`src/rtl/chip8_sprite_blitter_pkg.sv`:
```
// Shared CHIP-8 display constants, blitter state encoding and framebuffer
// address helper.
package chip8_sprite_blitter_pkg;

    localparam int FB_COLS          = 64;
    localparam int FB_ROWS          = 32;
    localparam int FB_BYTES_PER_ROW = FB_COLS / 8;

    typedef enum logic [2:0] {
        ST_IDLE  = 3'd0,
        ST_FETCH = 3'd1,
        ST_LRD   = 3'd2,
        ST_LWR   = 3'd3,
        ST_RRD   = 3'd4,
        ST_RWR   = 3'd5,
        ST_CLR   = 3'd6,
        ST_DONE  = 3'd7
    } blit_state_t;

    // Byte address of pixel row y, byte column xb (8 bytes per row).
    function automatic logic [9:0] fb_byte_addr(input logic [9:0] base,
                                                input logic [4:0] y,
                                                input logic [2:0] xb);
        return base + {2'b00, y, xb};
    endfunction

endpackage

```
`src/rtl/chip8_sprite_blitter_if.sv`:
```
// CPU command/status handshake plus sprite-memory and framebuffer port A buses
// of the sprite blitter. The blitter is the slave side of the command
// handshake and the master of both memory buses.
interface chip8_sprite_blitter_if;

    // command / status
    logic        start;
    logic        clear;
    logic [7:0]  x_in;
    logic [7:0]  y_in;
    logic [3:0]  n_in;
    logic [11:0] i_addr;
    logic        busy;
    logic        done;
    logic        collision;
    // sprite memory (synchronous read)
    logic [11:0] mem_addr;
    logic [7:0]  mem_data;
    // framebuffer port A (synchronous read, write-enable)
    logic [9:0]  fb_addr;
    logic [7:0]  fb_rdata;
    logic [7:0]  fb_wdata;
    logic        fb_we;

    modport slave (
        input  start, clear, x_in, y_in, n_in, i_addr, mem_data, fb_rdata,
        output busy, done, collision, mem_addr, fb_addr, fb_wdata, fb_we
    );

    modport master (
        output start, clear, x_in, y_in, n_in, i_addr, mem_data, fb_rdata,
        input  busy, done, collision, mem_addr, fb_addr, fb_wdata, fb_we
    );

endinterface

```
`src/rtl/chip8_sprite_blitter_shift.sv`:
```
// Splits one sprite byte across two framebuffer bytes for a start column
// that is not byte aligned: left_bits land in the first byte, right_bits
// in the byte to its right.
module chip8_sprite_shift (
    input  logic [7:0] spr_i,
    input  logic [2:0] shift_i,
    output logic [7:0] left_bits_o,
    output logic [7:0] right_bits_o
);

    logic [3:0] rshift;

    // shift of 0 gives rshift 8, so right_bits_o is empty for aligned sprites
    assign rshift       = 4'd8 - {1'b0, shift_i};
    assign left_bits_o  = spr_i >> shift_i;
    assign right_bits_o = spr_i << rshift;

endmodule

```
`src/rtl/chip8_sprite_blitter.sv`:
```
// CHIP-8 DRW/CLS engine: XORs N sprite rows into the 64x32 framebuffer via a
// read-modify-write on RAM port A, clipping at the right and bottom edges,
// and reports pixel collision (VF). CLS zeroes all 256 framebuffer bytes.
module chip8_sprite_blitter
    import chip8_sprite_blitter_pkg::*;
#(
    parameter logic [9:0] FB_BASE = 10'h000
) (
    input  logic                   clk,
    input  logic                   reset_n,
    chip8_sprite_blitter_if.slave  blit_if
);

    blit_state_t state_q;
    logic [5:0]  x_q;
    logic [4:0]  y_q;
    logic [3:0]  n_q;
    logic [11:0] ptr_q;
    logic [3:0]  row_q;
    logic [7:0]  spr_q;
    logic [7:0]  idx_q;
    logic [11:0] mem_addr_q;
    logic [9:0]  fb_addr_q;
    logic        fb_we_q;
    logic        busy_q;
    logic        done_q;
    logic        collision_q;

    logic [7:0]  left_bits;
    logic [7:0]  right_bits;
    logic [7:0]  wr_mask;
    logic        draw_wr;
    logic [4:0]  row_d;
    logic [5:0]  y_cur;
    logic [5:0]  y_next;
    logic        last_row;
    logic        need_right;
    logic        hit;
    logic        unused_bits;

    chip8_sprite_shift u_shift (
        .spr_i        (spr_q),
        .shift_i      (x_q[2:0]),
        .left_bits_o  (left_bits),
        .right_bits_o (right_bits)
    );

    // row bookkeeping: y+row kept 6 bits wide so reaching row 32 is visible
    assign row_d      = {1'b0, row_q} + 5'd1;
    assign y_cur      = {1'b0, y_q} + {2'b00, row_q};
    assign y_next     = {1'b0, y_q} + {1'b0, row_d};
    assign last_row   = (row_d == {1'b0, n_q}) || (y_next == 6'd32);
    assign need_right = (x_q[2:0] != 3'd0) && (x_q[5:3] != 3'd7);

    // select the sprite bits merged in the current write state
    always_comb begin
        // NOTE: wr_mask gets a default before the branches, so every path assigns it and no latch is inferred.
        wr_mask = 8'h00;
        draw_wr = 1'b0;
        if (state_q == ST_LWR) begin
            wr_mask = left_bits;
            draw_wr = 1'b1;
        end else if (state_q == ST_RWR) begin
            wr_mask = right_bits;
            draw_wr = 1'b1;
        end
    end

    // Old framebuffer byte only arrives in the write cycle itself, so the
    // XOR merge is combinational on fb_rdata; CLR and idle states drive 00.
    assign hit              = |(blit_if.fb_rdata & wr_mask);
    assign blit_if.fb_wdata = draw_wr ? (blit_if.fb_rdata ^ wr_mask) : 8'h00;

    assign blit_if.mem_addr  = mem_addr_q;
    assign blit_if.fb_addr   = fb_addr_q;
    assign blit_if.fb_we     = fb_we_q;
    assign blit_if.busy      = busy_q;
    assign blit_if.done      = done_q;
    assign blit_if.collision = collision_q;

    // coordinates above 63/31 wrap, so the high bits are intentionally ignored
    assign unused_bits = &{1'b0, blit_if.x_in[7:6], blit_if.y_in[7:5], y_cur[5]};

    // control FSM; outputs are registered on entry to the state that owns them
    always_ff @(posedge clk) begin
        // NOTE: sequential state uses non-blocking assignments only, so every register samples pre-edge values.
        if (!reset_n) begin
            state_q     <= ST_IDLE;
            x_q         <= '0;
            y_q         <= '0;
            n_q         <= '0;
            ptr_q       <= '0;
            row_q       <= '0;
            spr_q       <= '0;
            idx_q       <= '0;
            mem_addr_q  <= '0;
            fb_addr_q   <= '0;
            fb_we_q     <= 1'b0;
            busy_q      <= 1'b0;
            done_q      <= 1'b0;
            collision_q <= 1'b0;
        end else begin
            fb_we_q <= 1'b0;
            done_q  <= 1'b0;
            case (state_q)
                ST_IDLE: begin
                    if (blit_if.start) begin
                        x_q         <= blit_if.x_in[5:0];
                        y_q         <= blit_if.y_in[4:0];
                        n_q         <= blit_if.n_in;
                        ptr_q       <= blit_if.i_addr;
                        row_q       <= 4'd0;
                        collision_q <= 1'b0;
                        busy_q      <= 1'b1;
                        if (blit_if.n_in == 4'd0) begin
                            state_q <= ST_DONE;
                        end else begin
                            mem_addr_q <= blit_if.i_addr;
                            state_q    <= ST_FETCH;
                        end
                    end else if (blit_if.clear) begin
                        collision_q <= 1'b0;
                        busy_q      <= 1'b1;
                        idx_q       <= 8'd0;
                        fb_addr_q   <= FB_BASE;
                        fb_we_q     <= 1'b1;
                        state_q     <= ST_CLR;
                    end
                end
                ST_FETCH: begin
                    fb_addr_q <= fb_byte_addr(FB_BASE, y_cur[4:0], x_q[5:3]);
                    state_q   <= ST_LRD;
                end
                ST_LRD: begin
                    spr_q   <= blit_if.mem_data;
                    fb_we_q <= 1'b1;
                    state_q <= ST_LWR;
                end
                ST_LWR: begin
                    collision_q <= collision_q | hit;
                    if (need_right) begin
                        fb_addr_q <= fb_addr_q + 10'd1;
                        state_q   <= ST_RRD;
                    end else begin
                        row_q <= row_d[3:0];
                        if (last_row) begin
                            state_q <= ST_DONE;
                        end else begin
                            mem_addr_q <= ptr_q + 12'(row_d);
                            state_q    <= ST_FETCH;
                        end
                    end
                end
                ST_RRD: begin
                    fb_we_q <= 1'b1;
                    state_q <= ST_RWR;
                end
                ST_RWR: begin
                    collision_q <= collision_q | hit;
                    row_q       <= row_d[3:0];
                    if (last_row) begin
                        state_q <= ST_DONE;
                    end else begin
                        mem_addr_q <= ptr_q + 12'(row_d);
                        state_q    <= ST_FETCH;
                    end
                end
                ST_CLR: begin
                    if (idx_q == 8'hFF) begin
                        state_q <= ST_DONE;
                    end else begin
                        idx_q     <= idx_q + 8'd1;
                        fb_addr_q <= FB_BASE + {2'b00, idx_q + 8'd1};
                        fb_we_q   <= 1'b1;
                    end
                end
                ST_DONE: begin
                    done_q  <= 1'b1;
                    busy_q  <= 1'b0;
                    state_q <= ST_IDLE;
                end
                default: state_q <= ST_IDLE;
            endcase
        end
    end

endmodule
```
`src/flat_wrapper.sv`:
```
// flat-port wrapper written by rule: the top's interface ports become plain ports
module chip8_sprite_blitter_flat import chip8_sprite_blitter_pkg::*;
#(
    parameter logic [9:0] FB_BASE = 10'h000
)
  (clk, reset_n, blit_if_start, blit_if_clear, blit_if_x_in, blit_if_y_in, blit_if_n_in, blit_if_i_addr, blit_if_mem_data, blit_if_fb_rdata, blit_if_busy, blit_if_done, blit_if_collision, blit_if_mem_addr, blit_if_fb_addr, blit_if_fb_wdata, blit_if_fb_we);
  chip8_sprite_blitter_if blit_if_i ();
  input  logic clk;
  input  logic reset_n;
  input wire logic [$bits(blit_if_i.start)-1:0] blit_if_start;
  input wire logic [$bits(blit_if_i.clear)-1:0] blit_if_clear;
  input wire logic [$bits(blit_if_i.x_in)-1:0] blit_if_x_in;
  input wire logic [$bits(blit_if_i.y_in)-1:0] blit_if_y_in;
  input wire logic [$bits(blit_if_i.n_in)-1:0] blit_if_n_in;
  input wire logic [$bits(blit_if_i.i_addr)-1:0] blit_if_i_addr;
  input wire logic [$bits(blit_if_i.mem_data)-1:0] blit_if_mem_data;
  input wire logic [$bits(blit_if_i.fb_rdata)-1:0] blit_if_fb_rdata;
  output wire logic [$bits(blit_if_i.busy)-1:0] blit_if_busy;
  output wire logic [$bits(blit_if_i.done)-1:0] blit_if_done;
  output wire logic [$bits(blit_if_i.collision)-1:0] blit_if_collision;
  output wire logic [$bits(blit_if_i.mem_addr)-1:0] blit_if_mem_addr;
  output wire logic [$bits(blit_if_i.fb_addr)-1:0] blit_if_fb_addr;
  output wire logic [$bits(blit_if_i.fb_wdata)-1:0] blit_if_fb_wdata;
  output wire logic [$bits(blit_if_i.fb_we)-1:0] blit_if_fb_we;
  assign blit_if_i.start = blit_if_start;
  assign blit_if_i.clear = blit_if_clear;
  assign blit_if_i.x_in = blit_if_x_in;
  assign blit_if_i.y_in = blit_if_y_in;
  assign blit_if_i.n_in = blit_if_n_in;
  assign blit_if_i.i_addr = blit_if_i_addr;
  assign blit_if_i.mem_data = blit_if_mem_data;
  assign blit_if_i.fb_rdata = blit_if_fb_rdata;
  assign blit_if_busy = blit_if_i.busy;
  assign blit_if_done = blit_if_i.done;
  assign blit_if_collision = blit_if_i.collision;
  assign blit_if_mem_addr = blit_if_i.mem_addr;
  assign blit_if_fb_addr = blit_if_i.fb_addr;
  assign blit_if_fb_wdata = blit_if_i.fb_wdata;
  assign blit_if_fb_we = blit_if_i.fb_we;
  chip8_sprite_blitter #(.FB_BASE(FB_BASE)) u_core (.clk(clk), .reset_n(reset_n), .blit_if(blit_if_i));
endmodule
```
`config.mk`:
```
export PLATFORM = sky130hd
export DESIGN_NAME = chip8_sprite_blitter_flat
export DESIGN_NICKNAME = d
export VERILOG_FILES = /design/src/rtl/chip8_sprite_blitter_pkg.sv /design/src/rtl/chip8_sprite_blitter_if.sv /design/src/rtl/chip8_sprite_blitter_shift.sv /design/src/rtl/chip8_sprite_blitter.sv /design/src/flat_wrapper.sv
export SDC_FILE = /design/constraint.sdc
export NUM_CORES = 1
export LEC_CHECK = 0
export BUFFER_PORTS_ARGS = -buffer_cell sky130_fd_sc_hd__buf_2
export CAP_MARGIN = 20
export CORE_MARGIN = 3
export CORE_UTILIZATION = 60
export CTS_CLUSTER_DIAMETER = 40
export DETAILED_ROUTE_END_ITERATION = 8
export HOLD_SLACK_MARGIN = 0.02
export PLACE_DENSITY = 0.85
export SYNTH_ARGS = -nofsm -noshare
export SYNTH_HDL_FRONTEND = slang
export SYNTH_SLANG_ARGS = --single-unit
```
`constraint.sdc`:
```
create_clock -name clk -period 8.45 [get_ports clk]
set_input_delay 1.69 -clock clk [delete_from_list [all_inputs] [get_ports clk]]
set_output_delay 1.69 -clock clk [all_outputs]
set_load 0.01 [all_outputs]
```
* Word-level counts from Yosys, hierarchy flattened
Index checks and enable logic that the tools add are counted.
** Storage, ports and cells
- Output and inout bits :: 34
- Word-level logic and storage cells :: 107
- Input port bits :: 52
- Register bits :: 76
** Cells by class
- Multiplexer cells :: 40
- Reductions and logical operators :: 21
- Bitwise operators :: 3
- $add $sub $neg :: 7
- Shift operators :: 2
- Eq/ne operators :: 20
** Operators by type and width (count)
- two-way mux 12 bit :: 4
- two-way mux 8 bit :: 6
- two-way mux 10 bit :: 4
- one-hot mux 10 bit (4 select lines) :: 1
- one-hot mux 12 bit (3 select lines) :: 1
- one-hot mux 3 bit (8 select lines) :: 1
- two-way mux 3 bit :: 6
- one-hot mux 8 bit (2 select lines) :: 1
- adder 12 x 5 -> 12 bit :: 1
- equality test 3 bit (second input constant) :: 4
- != test 2 bit (second input constant) :: 6
- one-hot mux 4 bit (3 select lines) :: 1
- adder 10 x 1 -> 10 bit (second input constant) :: 1
- two-way mux 1 bit :: 10
- adder 8 x 1 -> 8 bit (second input constant) :: 1
- AND 8 bit :: 1
- equality test 8 bit (second input constant) :: 1
- two-way mux 4 bit :: 2
- AND reduction 2 bit :: 4
- AND reduction 4 bit :: 2
- OR reduction 8 bit :: 1
- << shifter 8 x 4 -> 8 bit :: 1
- right shift 8 x 3 -> 8 bit :: 1
- bitwise XOR 8 bit :: 1
- 23 further kinds :: 31

* Longest topological paths before layout
- Depth after elaboration :: 8
- Gate-level depth with buffers :: 14
- Gate-level depth less buffers :: 13

* By module
Synthesis repeated with hierarchy kept, for this count alone.
** Unflattened totals
- Cell total of the unflattened synthesis :: 636
- Area total of the unflattened synthesis :: 5163.7 um^2
** By module, submodules not included
- chip8_sprite_blitter :: cells each 560, seq. area each 1521.5 um^2, times used 1, area each 4575.6 um^2
- chip8_sprite_shift :: cells each 76, seq. area each 0.0 um^2, times used 1, area each 588.1 um^2

* Least setup slack after synthesis
OpenSTA, ideal clock, no wires.
- Kind :: register -> output
- From :: register u_core.x_q[0]
- To :: output port blit_if_fb_wdata[7]
- Slack :: 4.484 ns
- Arrival time :: 2.276 ns
- Data required time :: 6.760 ns
- Path buffers :: 1
- Stages on the path, launching flop included :: 10
- Cell sequence :: dfxtp_1 > inv_2 > ha_1 > clkbuf_1 > mux4_2 > nand2_1 > o21a_1 > o22ai_1 > ha_1 > and2_1
** On the way
- Word-level cells in the longest chain between the ends :: 6
- Elaborated cells on any way between the ends :: 7
- Classes of those cells :: 1 x add/sub; 2 x shift; 3 x mux; 1 x bitwise
** Ends and longest elaborated chain
- from (decl) :: line chip8_sprite_blitter.sv:15 : logic [5:0] x_q;
- from (signal assigned) :: line chip8_sprite_blitter.sv:108 : x_q <= blit_if.x_in[5:0];
- subtractor 4 x 3 -> 4 bit :: line chip8_sprite_blitter_shift.sv:14 : assign rshift = 4'd8 - {1'b0, shift_i};
- << shifter 8 x 4 -> 8 bit :: line chip8_sprite_blitter_shift.sv:16 : assign right_bits_o = spr_i << rshift;
- two-way mux 8 bit :: line chip8_sprite_blitter.sv:63 : end else if (state_q == ST_RWR) begin
- two-way mux 8 bit (*) :: line chip8_sprite_blitter.sv:60 : if (state_q == ST_LWR) begin
- bitwise XOR 8 bit (*) :: line chip8_sprite_blitter.sv:72 : assign blit_if.fb_wdata = draw_wr ? (blit_if.fb_rdata ^ wr_mask) : 8'h00;
- two-way mux 8 bit (*) :: line chip8_sprite_blitter.sv:72
- to (decl) :: line flat_wrapper.sv:23 : output wire logic [$bits(blit_if_i.fb_wdata)-1:0] blit_if_fb_wdata;
Every way passes the cells marked *; elsewhere a longest branch is shown, timed or not.

* Worst setup path in the final report
- From :: register u_core.x_q[0]
- To :: output port blit_if_fb_wdata[6]
Same word-level chain as after synthesis.

==> impl_metrics.py <==
metrics = {
    "status": {
        "status": "complete, no violations",
    },
    "clock_network": {
        "cts_made_buffers": 9,
        "cts_resized": 0,
        "clkSlewWorstSetupHoldPaths_ps": 90,
        "tritoncts": "built",
        "cts-root-buf": "clkbuf_8",
        "clk-insertion-delay-late_ps": 360,
        "cts.sinks": 76,
        "clock_path_buffers": 2,
        "cts_hold_buf": 0,
        "cts_setup_buffers": 0,
        "cts_max_level": 3,
    },
    "timing": {
        "report.final.slew_viol_count": 0,
        "rsz0062_at_grt": "false",
        "slew_headroom_pct": 28.60,
        "layout_setup_ws_ps": 3243,
        "holdWs_ps": 467.7,
        "fin_crit_sh_pct": 61.62,
        "worst_pin_slew_ps": 1071,
        "clock-skew-final_ps": 5.873,
        "setup_viol": 0,
        "final.min_clock_period_ps": 5207,
        "setup_tns_ps": 0,
        "fmax_mhz": 192.1,
        "hold_viol": 0,
    },
    "pwr": {
        "netSwitchingPower_mw": 0.4564,
        "switching_share_pct": 39.32,
        "ir_worst_vdd_v": 0.0001465,
        "clock_power_share_pct": 25.8,
        "p_leak_nw": 2.242,
        "power_density_mw_per_mm2": 207.6,
        "p_total_mw": 1.161,
        "internal_power_mw": 0.7044,
        "power_frac_comb_pct": 33.7,
        "pwr-share-seq_pct": 40.5,
    },
    "flow_run": {
        "cap_viol_max_count": 0,
    },
    "setup_path": {
        "setup.worst_path.start": "u_core.x_q[0]$_SDFFE_PN0P_",
        "crit_path_cell_trace": "inv_2 -> ha_1 -> mux2i_1 -> nor2_1 -> a31oi_1 -> nor2_1 -> a31oi_1 -> o32ai_1 -> ha_1 -> and2_1 -> buf_2",
        "reg2reg_from": "u_core.x_q[0]$_SDFFE_PN0P_",
        "cp_max_fo": 23,
        "rr_worst_depth": 11,
        "cp_slowest_cell": "dfxtp_1",
        "crit_path_end_kind": "output port",
        "r2r_end": "u_core.blit_if.collision$_SDFFE_PN0P_",
        "rrSetupSlack_ps": 4810,
        "slowest_delay_ps": 860,
        "critPathTopFamily": "adder cells",
        "cp.required_ps": 6760,
        "cp.arrival_ps": 3520,
        "critPathKind": "flip-flop to output port",
        "critical_path_buf_inv_count": 2,
        "cp-start-kind": "flip-flop",
    },
    "synth": {
        "ys_warn_count": 0,
        "synthFlopType": "dfxtp_1",
        "synth_area_mm2": 0.004940,
        "synth.area.mux_share_pct": 7.042,
        "async_flop_share_pct": 0,
        "synth_top_family_by_area": "compound AO/OA/AOI/OAI gates",
        "synthAdderAreaFrac_pct": 8.308,
        "synth_cell_types": 65,
        "syn-num-nets": 701,
        "synth_enable_flop_cells": 0,
        "synth-simple-area-share_pct": 22.09,
        "yosysSeqAreaShare_pct": 30.80,
        "synthCells": 618,
        "postSynthAreaPerCell_um2": 7.993,
        "synth_compound_area_share_pct": 22.44,
        "synth_xor_area_share_pct": 5.420,
        "ys_ff_latch": 76,
    },
    "floorplanning": {
        "die_area_mm2": 0.009358,
        "die_w_um": 96.74,
        "core_mm2": 0.007848,
        "start_util_pct": 62.95,
        "die_h_um": 96.74,
        "boundaryPins": 86,
        "rows": 32,
    },
    "final_layout": {
        "syn2layout_area_growth_pct": 13.20,
        "drive_above_1_share_pct": 16.89,
        "instances_no_fill": 789,
        "fin_util_pct": 71.25,
        "diodes": 0,
        "final_area_mm2": 0.005592,
        "fin_nets": 765,
    },
    "placed_design": {
        "pre_cts_ws_ps": 3644,
        "dpl.cell_count": 771,
        "place.detailed.hpwl_um": 9338,
        "routabilityCongestion": 0.8838,
        "post_dp_cell_area_mm2": 0.005346,
        "numPortBuffers": 80,
    },
    "global_route": {
        "grt_pass1_vias": 4613,
        "track_usage_pct": 27.17,
        "grt_pass1_wl_um": 21630,
        "grt_max_degree": 68,
        "grt.overflow.total": 0,
        "antenna_found_initial": 0,
    },
    "hold_path": {
        "hp-class": "flip-flop to flip-flop",
        "whs_endpoint": "u_core.blit_if.mem_addr[7]$_SDFFE_PN0P_",
        "min_path_cells": 2,
        "hp-start": "u_core.blit_if.mem_addr[7]$_SDFFE_PN0P_",
    },
    "drt": {
        "drt_iter0_drc": 321,
        "vias": 4989,
        "wl_per_cell_um": 16.95,
        "final_antenna_net_count": 0,
        "routed_wirelength_um": 13370,
        "drt_pass1_iterations": 5,
        "via_per_inst": 6.323,
        "drc": 0,
    },
}
-- cell usage in the layout, fill, tap and decap left out, types with 9 or more instances in the layout --
cell type and count:
ha_1 28, xnor2_1 19, nand2b_1 11, nand2_1 91
xor2_1 9, o21ai_0 17, nor2_1 45, a21oi_1 70
clkbuf_8 10, and2_1 11, o22ai_1 10, nand3_1 22
inv_1 15, nor3_1 16, o21a_1 10, dfxtp_1 76
buf_2 80, mux2i_1 28
-- per-layer routing --
metal	part of all wire (%)	global-route usage (%)	wire length [um]
met3	7.6	4.686	1020
met1	42	35.05	5617
met5	0	0	0
met2	48	46.13	6429
met4	2.3	8.747	304
-- cell usage after synthesis (4+ instances only) --
master	count	share of area [%]
a2111oi_0	4	0.71
a211oi_1	7	1.1
a21boi_0	4	0.61
a21o_1	4	0.61
a21oi_1	70	7.1
a31oi_1	7	0.89
and2_1	11	1.4
and3_1	5	0.63
buf_1	4	0.30
buf_2	4	0.41
clkbuf_1	19	1.4
dfxtp_1	76	31
ha_1	28	7.1
inv_1	16	1.2
mux2_2	4	0.91
mux2i_1	28	5.7
nand2_1	91	6.9
nand2b_1	11	1.4
nand3_1	22	2.2
nor2_1	45	3.4
nor2b_1	5	0.63
nor3_1	16	1.6
nor4_1	4	0.51
o211ai_1	4	0.61
o21a_1	10	1.5
o21ai_0	17	1.7
o21ai_1	7	0.71
o22ai_1	10	1.3
or4_1	5	0.76
xnor2_1	19	3.4
xor2_1	9	1.6
-- power groups by stage --
stage | clock network, mW | registers (mW) | logic (mW)
finish | 0.299 | 0.471 | 0.391
global route | 0.314 | 0.477 | 0.429
CTS | 0.299 | 0.468 | 0.380
detailed placement | 0 | 0.475 | 0.376
global placement | 0 | 0.472 | 0.364
floorplan | 0 | 0.453 | 0.290
-- kinds of logic after synthesis --
family	count (synthesis)
adders and majority gates	31
DFF	76
and+or+nand+nor	231
buffers and inverters	48
AOI/OAI and AO/OA	170
xor gates and xnor gates	29
muxes	33
-- sequential cells by signal (all words and copies together), names as in the netlist --
register,count
u_core.n_q,4
u_core.spr_q,8
u_core.blit_if.done,1
u_core.blit_if.mem_addr,12
u_core.blit_if.fb_we,1
u_core.blit_if.busy,1
u_core.idx_q,8
u_core.ptr_q,12
u_core.state_q,3
u_core.x_q,6
u_core.blit_if.fb_addr,10
u_core.row_q,4
u_core.blit_if.collision,1
u_core.y_q,5
-- worst max-delay path by stage --
stage / end / cells after the start
after floorplan: blit_if_fb_wdata[7] / 9
final: blit_if_fb_wdata[6] / 11
after CTS: blit_if_fb_wdata[7] / 9
after detailed placement: blit_if_fb_wdata[7] / 9
after global routing: blit_if_fb_wdata[7] / 9
after global placement: blit_if_fb_wdata[6] / 11
-- worst min-delay path, cell delays in order (launching register included) --
cell     delay, ps
dfxtp_1        320
nand2_1         50
mux2i_1         60
-- cell type report --
type | instances | area (um^2)
clock inverters | 6 | 72.57
fillers | 636 | 2256
multi-input cells | 494 | 3226
inverters | 19 | 71.32
flip-flops and latches | 76 | 1521
repair buffers | 82 | 435.4
clock buffers | 10 | 137.6
well taps | 102 | 127.6
(Power assumes the default switching activity.)
